--- src/rtl/channel_rr_merge.sv ---
// Round-robin merge of NumIn valid/ack channels into one source-tagged output behind a Depth-entry FIFO.
// Optional per-input accepted-word counters are enabled by defining CHANNEL_MERGE_COUNT_EN.
module channel_rr_merge #(
    parameter int N     = 8,
    parameter int NumIn = 4,
    parameter int Depth = 2,
    parameter int IdxW  = $clog2(NumIn)
) (
    input  logic                  clk,
    input  logic                  reset,
    input  logic [NumIn*N-1:0]    in_d,
    input  logic [NumIn-1:0]      in_v,
    output logic [NumIn-1:0]      in_a,
    output logic [IdxW+N-1:0]     out_d,
    output logic                  out_v,
    input  logic                  out_a
`ifdef CHANNEL_MERGE_COUNT_EN
    ,
    output logic [NumIn*16-1:0]   xfer_count
`endif
);

    localparam int PtrW = (Depth > 1) ? $clog2(Depth) : 1;
    localparam int CntW = $clog2(Depth + 1);

    typedef logic [IdxW+N-1:0] entry_t;

    entry_t          mem [Depth];
    logic [PtrW-1:0] head;
    logic [PtrW-1:0] tail;
    logic [CntW-1:0] count;
    logic [IdxW-1:0] rr_ptr;

    logic            grant_v;
    logic [IdxW-1:0] grant;
    logic            push;
    logic            pop;

    function automatic logic [PtrW-1:0] ptr_inc(input logic [PtrW-1:0] p);
        return (p == PtrW'(Depth - 1)) ? '0 : p + PtrW'(1);
    endfunction

    // Search starts one past the last winner so every requester is served within NumIn grants.
    // NOTE: every variable driven here gets a default first, so no path can infer a latch.
    always_comb begin
        int cand;
        grant_v = 1'b0;
        grant   = '0;
        cand    = 0;
        if (count < CntW'(Depth)) begin
            for (int k = 1; k <= NumIn; k++) begin
                cand = (int'(rr_ptr) + k) % NumIn;
                if (!grant_v && in_v[cand]) begin
                    grant_v = 1'b1;
                    grant   = IdxW'(cand);
                end
            end
        end
    end

    assign in_a = grant_v ? (NumIn'(1) << grant) : '0;
    assign push = grant_v;
    assign pop  = out_v && out_a;

    // NOTE: sequential state uses non-blocking assignments so every flop samples pre-edge values.
    always_ff @(posedge clk) begin
        if (reset) begin
            head   <= '0;
            tail   <= '0;
            count  <= '0;
            rr_ptr <= IdxW'(NumIn - 1);
        end else begin
            if (push) begin
                tail   <= ptr_inc(tail);
                rr_ptr <= grant;
            end
            if (pop) begin
                head <= ptr_inc(head);
            end
            case ({push, pop})
                2'b10:   count <= count + CntW'(1);
                2'b01:   count <= count - CntW'(1);
                default: count <= count;
            endcase
        end
    end

    // NOTE: storage is not reset; out_d is masked by out_v so stale entries are never visible.
    always_ff @(posedge clk) begin
        if (push) begin
            mem[tail] <= {grant, in_d[int'(grant)*N +: N]};
        end
    end

    assign out_v = (count != '0);
    assign out_d = out_v ? mem[head] : '0;

`ifdef CHANNEL_MERGE_COUNT_EN
    logic [15:0] cnt [NumIn];

    always_ff @(posedge clk) begin
        if (reset) begin
            for (int i = 0; i < NumIn; i++) begin
                cnt[i] <= '0;
            end
        end else if (push) begin
            cnt[grant] <= cnt[grant] + 16'd1;
        end
    end

    always_comb begin
        xfer_count = '0;
        for (int i = 0; i < NumIn; i++) begin
            xfer_count[i*16 +: 16] = cnt[i];
        end
    end
`endif

endmodule

--- config.mk ---
export PLATFORM = sky130hd
export DESIGN_NAME = channel_rr_merge
export DESIGN_NICKNAME = d
export VERILOG_FILES = /design/src/rtl/channel_rr_merge.sv
export SDC_FILE = /design/constraint.sdc
export NUM_CORES = 1
export LEC_CHECK = 0
export BUFFER_PORTS_ARGS = -buffer_cell sky130_fd_sc_hd__buf_4
export CAP_MARGIN = 20
export CORE_MARGIN = 1
export CORE_UTILIZATION = 48
export DETAILED_ROUTE_END_ITERATION = 12
export PLACE_DENSITY_LB_ADDON = 0.15
export SETUP_SLACK_MARGIN = 0.5
export SLEW_MARGIN = 30
export SYNTH_ARGS = -nofsm -noshare
export SYNTH_HDL_FRONTEND = slang
export SYNTH_SLANG_ARGS = --single-unit
--- constraint.sdc ---
create_clock -name clk -period 2.8 [get_ports clk]
set_clock_uncertainty 0.2 [all_clocks]
set_input_delay 0.28 -clock clk [delete_from_list [all_inputs] [get_ports clk]]
set_output_delay 0.28 -clock clk [all_outputs]
set_load 0.05 [all_outputs]
==> out/summary.txt <==
synthesized area per cell: 11.1 µm²
Pwr Density: 1330 mW/mm²
CP Data Arrival Time: 2.03 ns
Initial Util: 51.6%
final core occ: 77.5%
Core Rows: 19
Worst-Margin Slew: 0.625 ns
number of fill cells: 173
Inst Count DP: 214
Antenna Nets Post-Route: 0
Clock Power Share: 5.5%
Top delay family on crit path: simple AND/OR/NAND/NOR gates
hold worst-path end: mem[0][7]
Die Y: 57.1 µm
period utilization: 89.8%
Die W: 57.1 µm
share of cells above drive strength 1: 48.3%
violated checks: design-rule violations
Combinational Power Share: 65.7%
Cells after Synth: 132
# diodes: 0
CP endpoint kind: output pin
worst setup path category: reg2out
First-pass DRT Iterations: 8
critical path cell sequence: mux2i_1, o2bb2ai_1, or2_4, nor3_4, buf_6
gr usage total: 23.6%
antenna violations before repair: 0
largest net degree at the start of global routing: 15
Max Slew Vio Count: 0
Startpoint Class: flop
Hold Crit Class: in2reg
vias: 1330
Switch Pwr: 1.37 mW
H-tree Lvls: 1
R2R cell count: 8
HPWL after DPL: 2.53 mm
Leak Pwr: 0.929 nW
vias in the first global route: 1288
Sw Ratio: 46.9%
total grt overflow: 0
Buffers on Ports: 53
R2R Path Start: rr_ptr[0]
I/O pins: 54
Reg clk slew, reported paths: 0.13 ns
internal power: 1.55 mW
Worst EP required: 2.32 ns
final setup fails: 0
initial drt markers: 32
Area Growth Syn to Fin: 50.3%
VDD IR-drop max: 0.766 mV
die area: 0.00326 mm²
# Max-Cap Violations: 0
routability cong.: 0.745
post-layout power: 2.92 mW
worst path buffer plus inverter count: 1
Synth Cell Area: 0.00146 mm²
Cell variety after synth: 34
Wirelength per Cell: 16.5 µm
Seq/Total Area, Yosys: 50.8%
Core Footprint: 0.00283 mm²
reg2reg end: mem[1][6]
CTS tree: done
Finished Layout Cells: 232
FF+latch count, synth: 27
RSZ-0062 raised after global routing: true
Residual DRC: 4
Max Clk Rate: 0.398 GHz
hold path depth: 3
Slowest-stage cell, CP: dfxtp_2
Post-Route WL: 3.82 mm
CTS Buffer Depth: 2
final hold violation count: 0
Mapped Nets: 172
slowest stage delay, CP: 0.50 ns
Synth warnings: 0
status: finished, violations left
Clock Root Buffer: clkbuf_4
Setup TNS Final: 0 ns
Num CTS Buffers: 3
Flop pwr share: 28.8%
internal reg-to-reg setup slack: 0.38 ns
HP Start: in_d[31]
crit path max fanout: 13
Tmin final: 2.51 ns
Vias per Instance: 5.73
Worst-Skew Late Latency: 0.31 ns
# nets final: 242
Slew HR: 58.3%
Sink Count: 27
global-route wire length before repair: 5.93 mm
## cells in the mapped netlist
library cell  number  share of area (%)
buf_6              1               0.77
xnor2_1            3                1.8
nor2_1            21                5.4
mux2i_1           24                 16
o22ai_1            1               0.43
nand3b_1           1               0.51
clkbuf_1           2               0.51
nand3_1            6                2.1
o221ai_1           3                1.8
o21ba_2            1               0.69
o2bb2ai_1          1               0.60
or3_1              1               0.43
nand2b_1           2               0.86
dfxtp_1            7                9.6
and2_1             3                1.3
o21ai_0            1               0.34
a22oi_1            5                2.6
or3b_1             1               0.60
a31oi_1            1               0.43
nor4b_1            1               0.60
nand2_1            2               0.51
nor3_1             1               0.34
a21oi_1            5                1.7
a2111oi_2          1                1.0
nor2b_1            3                1.3
xor2_1             1               0.60
ha_1               1               0.86
edfxtp_1          20                 41
inv_1              4                1.0
a211o_1            1               0.60
o21ai_2            1               0.60
a311oi_1           1               0.60
or2_2              2               0.86
buf_2              3                1.0
## layout make-up
class | instances | area, µm² | area share [%]
Multi-Input combinational cell | 95 | 801 | 36.5
Sequential cell | 27 | 746 | 34.0
Timing Repair Buffer | 71 | 566 | 25.8
Tap cell | 31 | 38.8 | 1.77
Clock buffer | 4 | 26.3 | 1.20
Inverter | 4 | 15.0 | 0.685
## power by group through the flow
stage | Clock, mW | Sequential (mW) | Combinational, mW
floorplan | 0 | 0.774 | 1.18
global placement | 0 | 0.827 | 1.54
detailed placement | 0 | 0.847 | 1.57
CTS | 0.163 | 0.837 | 1.79
global route | 0.176 | 0.861 | 2.03
finish | 0.161 | 0.841 | 1.92
## cell usage in the layout, fill, tap and decap left out, types with 2 or more instances in the layout
master / instances
nand3_2: 2
xnor2_1: 3
buf_8: 2
nand3_1: 4
dfxtp_1: 5
nor2_1: 20
a21oi_1: 5
nor2b_1: 2
mux2i_1: 21
buf_6: 4
mux2i_2: 2
inv_1: 4
and2_4: 2
a22oi_1: 5
buf_4: 64
clkbuf_4: 3
o221ai_2: 3
nand2_1: 2
nand2b_1: 2
edfxtp_1: 20
## worst max-delay path by stage
stage                          from  endpoint  slack (ns)  cells past startpoint
after floorplan           rr_ptr[0]   in_a[0]        0.31                      5
after global placement      in_v[0]   in_a[1]        0.26                      7
after detailed placement  rr_ptr[0]   in_a[1]        0.16                      6
after global routing      rr_ptr[1]   in_a[0]        0.21                      5
after CTS                 rr_ptr[0]   in_a[0]        0.30                      6
final                     rr_ptr[1]   in_a[0]        0.29                      5
## repair_timing
item                                   4_1_cts  5_1_grt
gates resized for setup                     17       14
pin swaps                                    4        4
buffers inserted                            11        2
setup endpoints to repair                   20       14
endpoints found under the hold margin        5        0
hold buffers                                 1        0
## per-layer routing
layer	vias to the layer above	routed length, µm	global-route usage [%]
li1	628	-	-
met1	642	1510	29.4
met2	56	2060	42.2
met3	4	225	4.76
met4	0	24	5.57
met5	-	0	0
## sequential cells by signal, summed over array words and instances (netlist names), named ones only
name	cells
count	2
tail	1
rr_ptr	2
head	1
mem	20
## cells by family (layout without fill, tap and decap cells)
group	count (synthesis)	after routing	share of synthesized area (%)
muxes	24	24	16.5
adders and majority gates	1	1	0.857
xor gates and xnor gates	4	4	2.40
AOI/OAI and AO/OA	22	22	11.4
DFF	27	27	50.8
and+or+nand+nor	44	44	14.8
buffers and inverters	10	79	3.34
## through the flow
stage	area, µm²	hold WS [ns]	worst slack, ns
floorplan	1470	0.149	0.307
global placement	1920	0.295	0.258
global route	2190	0.0986	0.206
CTS	2110	0.0885	0.302
detailed placement	1920	0.307	0.159
finish	2190	0.0951	0.286
## worst min-delay path, delay by kind of cell
kind	cells	cell delay, ns
and+or+nand+nor	1	0.06
AOI/OAI and AO/OA	1	0.07
buffers and inverters	1	0.08
(Power assumes the default switching activity.)
